## src/rtl/iic_send_scheduler.sv

```systemverilog
// Round-robin scheduler sharing one iic_send write engine between NUM_REQ requesters.
// Build option: define IIC_SCHED_PRIO0_EN to give requester 0 fixed top priority.
module iic_send_scheduler #(
    parameter int NUM_REQ    = 4,
    parameter int TXN_CYCLES = 32,
    parameter int GAP_CYCLES = 2
) (
    input  logic                   sys_clk,
    input  logic                   sys_reset_n,
    input  logic [NUM_REQ-1:0]     req_valid,
    input  logic [7*NUM_REQ-1:0]   req_dev_addr,
    input  logic [8*NUM_REQ-1:0]   req_reg_addr,
    input  logic [8*NUM_REQ-1:0]   req_wr_data,
    output logic [NUM_REQ-1:0]     req_grant,
    output logic [NUM_REQ-1:0]     req_done,
    output logic                   busy,
    output logic [2:0]             cur_id,
    output logic                   iic_send_en,
    output logic [6:0]             iic_device_addr,
    output logic [7:0]             iic_send_addr,
    output logic [7:0]             iic_send_data
);

    localparam int MAX_CNT = (TXN_CYCLES > GAP_CYCLES) ? TXN_CYCLES : GAP_CYCLES;
    localparam int CNT_W   = $clog2(MAX_CNT + 1);
    localparam logic [CNT_W-1:0] TXN_LAST = CNT_W'(TXN_CYCLES - 1);
    localparam logic [CNT_W-1:0] GAP_LAST = CNT_W'((GAP_CYCLES > 0) ? (GAP_CYCLES - 1) : 0);

    typedef enum logic [1:0] {
        ST_IDLE   = 2'd0,
        ST_LAUNCH = 2'd1,
        ST_BUSY   = 2'd2,
        ST_GAP    = 2'd3
    } state_t;

    state_t               state_reg, state_next;
    logic [CNT_W-1:0]     cnt_reg, cnt_next;
    logic [2:0]           rr_last_reg, rr_last_next;
    logic [2:0]           cur_id_reg, cur_id_next;
    logic [NUM_REQ-1:0]   grant_reg, grant_next;
    logic [NUM_REQ-1:0]   done_reg, done_next;
    logic                 busy_reg, busy_next;
    logic                 en_reg, en_next;
    logic [6:0]           dev_reg, dev_next;
    logic [7:0]           addr_reg, addr_next;
    logic [7:0]           data_reg, data_next;

    // Requester fields padded to 8 entries so a 3-bit id indexes them directly.
    logic [7:0]           valid_pad;
    logic [6:0]           dev_arr  [8];
    logic [7:0]           addr_arr [8];
    logic [7:0]           data_arr [8];

    generate
        for (genvar gi = 0; gi < 8; gi++) begin : g_pad
            if (gi < NUM_REQ) begin : g_used
                assign valid_pad[gi] = req_valid[gi];
                assign dev_arr[gi]   = req_dev_addr[gi*7 +: 7];
                assign addr_arr[gi]  = req_reg_addr[gi*8 +: 8];
                assign data_arr[gi]  = req_wr_data[gi*8 +: 8];
            end else begin : g_unused
                assign valid_pad[gi] = 1'b0;
                assign dev_arr[gi]   = 7'd0;
                assign addr_arr[gi]  = 8'd0;
                assign data_arr[gi]  = 8'd0;
            end
        end
    endgenerate

    logic [7:0] rr_mask;
    logic [2:0] probe;
    logic [2:0] win_id;
    logic       win_found;
    logic       rr_update;

    always_comb begin
`ifdef IIC_SCHED_PRIO0_EN
        rr_mask = valid_pad & 8'hFE;
`else
        rr_mask = valid_pad;
`endif
    end

    // Search starts just after the last owner and wraps, giving round-robin fairness.
    always_comb begin
        win_found = 1'b0;
        win_id    = 3'd0;
        probe     = 3'd0;
        rr_update = 1'b1;
        for (int k = 1; k <= NUM_REQ; k++) begin
            probe = 3'((int'(rr_last_reg) + k) % NUM_REQ);
            if (!win_found && rr_mask[probe]) begin
                win_found = 1'b1;
                win_id    = probe;
            end
        end
`ifdef IIC_SCHED_PRIO0_EN
        if (valid_pad[0]) begin
            win_found = 1'b1;
            win_id    = 3'd0;
            rr_update = 1'b0;
        end
`endif
    end

    always_comb begin
        state_next   = state_reg;
        cnt_next     = cnt_reg;
        rr_last_next = rr_last_reg;
        cur_id_next  = cur_id_reg;
        grant_next   = '0;
        done_next    = '0;
        busy_next    = busy_reg;
        en_next      = 1'b0;
        dev_next     = dev_reg;
        addr_next    = addr_reg;
        data_next    = data_reg;
        case (state_reg)
            ST_IDLE: begin
                if (win_found) begin
                    grant_next  = NUM_REQ'(1) << win_id;
                    dev_next    = dev_arr[win_id];
                    addr_next   = addr_arr[win_id];
                    data_next   = data_arr[win_id];
                    cur_id_next = win_id;
                    if (rr_update) begin
                        rr_last_next = win_id;
                    end
                    busy_next   = 1'b1;
                    state_next  = ST_LAUNCH;
                end
            end
            ST_LAUNCH: begin
                en_next    = 1'b1;
                cnt_next   = '0;
                state_next = ST_BUSY;
            end
            ST_BUSY: begin
                // The engine has no done flag, so its fixed transaction length is timed here.
                if (cnt_reg == TXN_LAST) begin
                    done_next = NUM_REQ'(1) << cur_id_reg;
                    cnt_next  = '0;
                    if (GAP_CYCLES == 0) begin
                        busy_next  = 1'b0;
                        state_next = ST_IDLE;
                    end else begin
                        state_next = ST_GAP;
                    end
                end else begin
                    cnt_next = cnt_reg + 1'b1;
                end
            end
            ST_GAP: begin
                if (cnt_reg == GAP_LAST) begin
                    cnt_next   = '0;
                    busy_next  = 1'b0;
                    state_next = ST_IDLE;
                end else begin
                    cnt_next = cnt_reg + 1'b1;
                end
            end
            default: begin
                cnt_next   = '0;
                busy_next  = 1'b0;
                state_next = ST_IDLE;
            end
        endcase
    end

    always_ff @(posedge sys_clk or negedge sys_reset_n) begin
        if (!sys_reset_n) begin
            state_reg   <= ST_IDLE;
            cnt_reg     <= '0;
            rr_last_reg <= 3'(NUM_REQ - 1);
            cur_id_reg  <= 3'd0;
            grant_reg   <= '0;
            done_reg    <= '0;
            busy_reg    <= 1'b0;
            en_reg      <= 1'b0;
            dev_reg     <= 7'd0;
            addr_reg    <= 8'd0;
            data_reg    <= 8'd0;
        end else begin
            state_reg   <= state_next;
            cnt_reg     <= cnt_next;
            rr_last_reg <= rr_last_next;
            cur_id_reg  <= cur_id_next;
            grant_reg   <= grant_next;
            done_reg    <= done_next;
            busy_reg    <= busy_next;
            en_reg      <= en_next;
            dev_reg     <= dev_next;
            addr_reg    <= addr_next;
            data_reg    <= data_next;
        end
    end

    assign req_grant       = grant_reg;
    assign req_done        = done_reg;
    assign busy            = busy_reg;
    assign cur_id          = cur_id_reg;
    assign iic_send_en     = en_reg;
    assign iic_device_addr = dev_reg;
    assign iic_send_addr   = addr_reg;
    assign iic_send_data   = data_reg;

endmodule
```

## config.mk

```make
export PLATFORM = sky130hd
export DESIGN_NAME = iic_send_scheduler
export DESIGN_NICKNAME = d
export VERILOG_FILES = /design/src/rtl/iic_send_scheduler.sv
export SDC_FILE = /design/constraint.sdc
export NUM_CORES = 1
export LEC_CHECK = 0
export ABC_AREA = 1
export CAP_MARGIN = 20
export CORE_AREA = 4 4 88 90
export DETAILED_ROUTE_END_ITERATION = 8
export DIE_AREA = 0 0 92 94
export PLACE_DENSITY = 0.85
export RECOVER_POWER = 50
export SETUP_SLACK_MARGIN = 0.1
export SLEW_MARGIN = 20
export SYNTH_ARGS = -nofsm -noshare
export SYNTH_HDL_FRONTEND = slang
export SYNTH_SLANG_ARGS = --single-unit
export TNS_END_PERCENT = 50
```

## constraint.sdc

```tcl
create_clock -name sys_clk -period 3.05 [get_ports sys_clk]
set_input_delay 0.61 -clock sys_clk [delete_from_list [all_inputs] [get_ports sys_clk]]
set_output_delay 0.61 -clock sys_clk [all_outputs]
set_load 0.005 [all_outputs]
```

==> results.toml, run 1 <==
[critical_path]
r2r_slack_ps = 640
slowest_delay_ps = 450
crit_path_start_kind = "input port"
r2r-end = "iic_send_data[0]"
path_class = "input port to flip-flop"
worstReg2RegStart = "rr_last_reg[0]"
critPathMaxFanout = 16
critPathMostFrequentCell = "nand2_2"
critPathCaptureType = "flip-flop"
cp_cell_sequence = "clkdlybuf4s50_1, nand2_1, nand2_1, nand2_2, nand2_2, nor2_4, nand4_1, nand2_2, inv_2, nor2_2, buf_4, nand3_1, nand3_1"
crit_buf_inv = 3
r2r_cells = 13
crit_required_ps = 3280
cp_top_family = "simple AND/OR/NAND/NOR gates"
slowest_stage = "clkdlybuf4s50_1"
crit_arrival_ps = 2650

[pwr]
p_leak_nw = 2.44
p_per_area_mw_per_mm2 = 990
vdd_ir_drop_max_mv = 0.625

[cells_and_area]
fill_cells = 615
nets = 715
area_growth_pct = 46.1
regArea_sq_mm = 0.00113
num_antenna_cells = 0
drive_gt1_frac = 0.0540
multiInputGateArea_sq_mm = 0.00153

[floorplanning]
start_util = 0.452
core_sq_mm = 0.00706
die-height_um = 94
num_rows = 31
dieArea_sq_mm = 0.00865
die_w_um = 92
ios = 134

[sta]
rsz0062_at_grt = "false"
setup_ws_ps = 628
hold_viol = 0
post-route-min-period_ps = 2420
max_slew_margin = -0.562
drv_slew = 46
max_freq_mhz = 413
setup_tns_ps = 0
tightestPinTransition_ps = 2340
fin_worst_skew_ps = 9.74
fin_crit_sh = 0.794
setup_violations = 0

[clocking]
postCtsSetupBuffers = 0
clock_latency_ps = 300
post_cts_resize_count = 0
ctsHoldBuffers = 0
cts_tree = "built"
clkSlewWorstSetupHoldPaths_ps = 80
clkSinkCount = 45
cts_buffers = 5
cts-root-buf = "clkbuf_8"
clockBufferDepth = 2
h-tree-depth = 2

[route]
first_iter_violations = 156
dr.pass1.iters = 5
wl_per_cell_um = 13.2
route.vias.total = 3467
drc = 0
viasPerCell = 4.88
ant_nets = 0
wirelength_um = 9390

[worst_hold_path]
hold_depth = 2
hp-start = "iic_send_addr[2]"
hold_end = "iic_send_addr[2]"
hp-class = "flip-flop to flip-flop"

[yosys]
synth_edf_count = 0
synthArstFlopShare = 1.00
syn_area_sq_mm = 0.00319
ys_seq_area_frac = 0.353
syn_avg_cell_area_sq_um = 6.59
synth_ff_type = "dfrtp_1"
syn-instance-count = 485
synth_warnings = 0
ys_ff_latch = 45
synth_cell_type_count = 31
syn_nets = 590

[global_route]
antenna_found_initial = 0
grt_overflow = 0
first_global_vias = 3272
grt_pass1_wl_um = 14900
grt_max_degree = 46
grt_usage = 0.214

[placement]
dp_hpwl_um = 7200
place_congestion = 0.933
port_buffers = 132
dp_slack_ps = 324

[run_status]
violations = "capacitance limit, slew limit"
status = "finished, violations left"

[job]
maxCapViolCount = 1
-- cell families after synthesis --
logic type / share of synthesized area
AOI/OAI and AO/OA: 0.0353
and+or+nand+nor: 0.413
other: 0.00117
buffers and inverters: 0.167
adders and majority gates: 0.0274
DFF: 0.353
xor gates and xnor gates: 0.00274
-- metal layers --
layer,track usage,vias to the layer above,wire [um]
met4,0.0730,0,257
met2,0.369,133,4770
met3,0.0353,26,530
li1,-,1727,-
met5,0,-,0
met1,0.274,1581,3840
-- worst register-to-register path, delay by kind of cell, from the launching register on --
kind | cells | cell delay (ps)
and+or+nand+nor | 10 | 1170
DFF | 1 | 650
buffers and inverters | 3 | 530
-- cells in the final DEF, fill, tap and decap left out, types with 2 or more instances in the layout --
master             n
ha_1               7
clkdlybuf4s50_1  120
nor4_1             4
clkbuf_8           6
dfstp_2            2
dlygate4sd3_1     11
inv_1             96
a21oi_1            7
dfrtp_1           43
clkbuf_1           2
nand4_1            3
nand3_1           93
buf_4              6
nor2_2             2
clkinv_1           2
nand2_1          137
nand2_4            2
o21ai_0           11
nand2_2            5
nor2_1            13
nor3_1             3
inv_2              3
or2_1             21
-- per-stage QoR --
stage	cells	power (mW)	util	cell area, sq um	hold slack (ps)
finish	710	4.62	0.661	4670	488
global route	710	5.09	0.661	4670	505
floorplan	485	3.22	-	3190	314
CTS	710	4.65	0.661	4670	497
global placement	702	4.08	0.645	4550	478
detailed placement	702	4.16	0.645	4550	475
-- synthesized netlist by cell type (2+ instances only) --
cell type	count	share of area
nand3_1	93	0.15
dfrtp_1	43	0.34
nand4_1	3	0.0059
ha_1	7	0.027
nand2_1	137	0.16
nor4_1	4	0.0078
clkinv_1	2	0.0024
nand2_2	5	0.0098
inv_1	96	0.11
nor2_2	2	0.0039
a21oi_1	7	0.011
or2_1	21	0.041
buf_4	5	0.012
nor2_1	13	0.015
o21ai_0	11	0.017
nand2_4	2	0.0071
buf_6	5	0.018
nor3_1	3	0.0047
buf_2	11	0.017
inv_2	3	0.0035
dfstp_2	2	0.016
-- power by group --
group	internal, mW	leakage (nW)	switching [mW]
logic	1.27	1.82	1.86
clock network	0.267	0.0585	0.196
registers	0.853	0.569	0.176
total	2.39	2.44	2.23
-- area by class of cell --
type	instances	area share
multi-input combinational	317	0.328
timing repair buffer	139	0.296
sequential	45	0.242
inverter	102	0.0826
tap	99	0.0265
clock buffer	7	0.0185
clock inverter	1	0.00644
-- how the worst max path moves through the flow --
stage / endpoint / from / cells past startpoint
finish: iic_send_data[0] / req_valid[1] / 13
global placement: iic_send_data[1] / req_valid[3] / 15
floorplan: iic_send_data[2] / rr_last_reg[0] / 14
CTS: iic_send_data[2] / rr_last_reg[0] / 13
global route: req_grant[2] / sys_reset_n / 1
detailed placement: iic_send_data[0] / req_valid[1] / 13
No activity file was read; power rests on OpenSTA's default activity.
==> run 2, diff against run 1 <==
--- a/config.mk
+++ b/config.mk
@@ -7,10 +7,10 @@
 export LEC_CHECK = 0
 export ABC_AREA = 1
 export CAP_MARGIN = 20
-export CORE_AREA = 4 4 88 90
+export CORE_AREA = 4 4 96 98
 export DETAILED_ROUTE_END_ITERATION = 8
-export DIE_AREA = 0 0 92 94
-export PLACE_DENSITY = 0.85
+export DIE_AREA = 0 0 100 102
+export PLACE_DENSITY = 0.76
 export RECOVER_POWER = 50
 export SETUP_SLACK_MARGIN = 0.1
 export SLEW_MARGIN = 20
==> constraint.sdc (replaced) <==
create_clock -name sys_clk -period 2.15 [get_ports sys_clk]
set_input_delay 0.43 -clock sys_clk [delete_from_list [all_inputs] [get_ports sys_clk]]
set_output_delay 0.43 -clock sys_clk [all_outputs]
set_load 0.005 [all_outputs]
==> run 2 against run 1 <==
Register-to-register slack worse by 640 ps. Largest power group unchanged. Utilization fell by 6.1 points. The flow now finishes without violations. Largest cell class is now buffers. Clock skew shrank 2.9 ps. Sequential share of layout area shrank 2.0 points. Count of clock-buffer cells in the layout decreased by 1. Sequential power up 40%. Flip-flop and latch count stayed put. First-iteration DRC count is 32% lower. Global-route usage fell by 3.6 points. Clock power up 46%. Critical path type is now flip-flop to flip-flop. Worst setup slack worse by 620 ps.
==> results.toml, run 2 (same netlist as run 1, synthesis figures left out) <==
[global_route]
antenna_found_initial = 0
grt-busiest-layer = "met2"
grt_pass1_wl_um = 15000
grt_usage = 0.179
first_global_vias = 3358
gr-usage-met1 = 0.217
met2_usage = 0.327
grt_max_degree = 25
grt_overflow = 0
grt_use_met3 = 0.0334

[placement]
dp_slack_ps = -182
dp_hpwl_um = 7240
place_congestion = 0.850
port_buffers = 132

[sta]
drv_slew = 0
tightestPinTransition_ps = 958
setup_ws_ps = 4.14
fin_crit_sh = 0.998
fin_worst_skew_ps = 6.80
hold_viol = 0
setup_violations = 0
max_slew_margin = 0.361
max_freq_mhz = 466
whs_ps = 182
post-route-min-period_ps = 2150
rsz0062_at_grt = "true"

[cells_and_area]
drive_gt1_frac = 0.119
area_growth_pct = 59.1
final_common_cell = "clkdlybuf4s50_1"
num_antenna_cells = 0
final_cell_mix = "130 x clkdlybuf4s50_1, 125 x nand2_1, 95 x inv_1"
final_core_util = 0.600
nets = 740
fill_cells = 786

[clocking]
ctsHoldBuffers = 0
clkSlewWorstSetupHoldPaths_ps = 90
cts-root-buf = "clkbuf_8"
clkSinkCount = 45
clockBufferDepth = 2
cts_tree = "built"
h-tree-depth = 2
cts_buffers = 5
clock_latency_ps = 300

[floorplanning]
ios = 134
die_w_um = 100
core_sq_mm = 0.00847
die-height_um = 102
num_rows = 34
start_util = 0.377
dieArea_sq_mm = 0.0102

[pwr]
vdd_ir_drop_max_mv = 0.830
power.total_mw = 7.92
p_leak_nw = 2.59
p_per_area_mw_per_mm2 = 1560

[route]
drc = 0
first_iter_violations = 106
wl_per_cell_um = 13.3
wirelength_um = 9860
ant_nets = 0
viasPerCell = 4.75
route.vias.total = 3536
dr.pass1.iters = 4

[job]
maxCapViolCount = 0

[worst_hold_path]
hp-class = "input port to asynchronous set/reset pin"

[critical_path]
critPathMaxFanout = 11
slowest_delay_ps = 600
crit_required_ps = 2330
cp_cell_sequence = "inv_4, nand2_1, nand2_2, nand2_1, nand2_2, nor2_1, nor2_2, nand2_4, nand2_8, clkbuf_16, or2_1, nand3_1, nand3_1"
slowest_stage = "dfstp_2"
path_class = "flip-flop to flip-flop"
crit_arrival_ps = 2330
critPathCaptureType = "flip-flop"
crit_path_start_kind = "flip-flop"

[run_status]
status = "complete, no violations"
==> run 2: layer usage <==
metal | up-vias | wire, um
li1 | 1781 | -
met2 | 121 | 5060
met1 | 1618 | 4040
met5 | - | 0
met3 | 16 | 588
met4 | 0 | 171
==> run 2: what timing repair did <==
| action | 4_1_cts | 5_1_grt |
|---|---|---|
| setup endpoints to repair | 28 | 29 |
| resized for setup | 7 | 19 |
| buffers inserted | 3 | 2 |
| cloned | 1 | 4 |
| pin swaps | 2 | 11 |
==> run 2: critical path, delay by kind of cell, from the launching register on <==
| family | cells | cell delay [ps] |
|---|---|---|
| buffers and inverters | 2 | 260 |
| AND/OR/NAND/NOR | 11 | 1160 |
| flip-flops | 1 | 600 |
==> run 2: final timing paths <==
| path | slack, ps | endpoint | cells past startpoint | from |
|---|---|---|---|---|
| worst max register to register | 4 | iic_send_addr[1] | 13 | rr_last_reg[0] |
| min in group sys_clk | 490 | iic_device_addr[3] | 2 | iic_device_addr[3] |
| worst min register to register | 490 | iic_device_addr[3] | 2 | iic_device_addr[3] |
| max in group asynchronous | 640 | iic_device_addr[0] | 2 | sys_reset_n |
| worst min-delay path | 180 | iic_send_addr[1] | 1 | sys_reset_n |
| worst max-delay path | 4 | iic_send_addr[1] | 13 | rr_last_reg[0] |
==> run 2: through the flow <==
step | std cells | setup TNS, ps | instance area [sq um]
6_report | 744 | 0 | 5080
2_1_floorplan | 485 | 0 | 3190
3_3_place_gp | 726 | -2330 | 4720
5_1_grt | 744 | -1980 | 5080
4_1_cts | 738 | 0 | 4930
3_5_place_dp | 726 | -4300 | 4720
==> run 2: where the power goes <==
group / internal [mW] / leakage [nW] / total (mW) / switching, mW
sequential: 1.21 / 0.569 / 1.44 / 0.227
clock: 0.378 / 0.0574 / 0.676 / 0.298
combinational: 2.80 / 1.96 / 5.81 / 3.01
total: 4.38 / 2.59 / 7.92 / 3.53
==> run 2: area by class of cell <==
type | count | area, sq um | share of cell area
clock inverter | 2 | 37.5 | 0.00739
tap | 108 | 135 | 0.0266
clock buffer | 6 | 82.6 | 0.0162
inverter | 102 | 385 | 0.0758
multi-input combinational | 317 | 1610 | 0.316
sequential | 45 | 1130 | 0.222
timing repair buffer | 164 | 1710 | 0.336
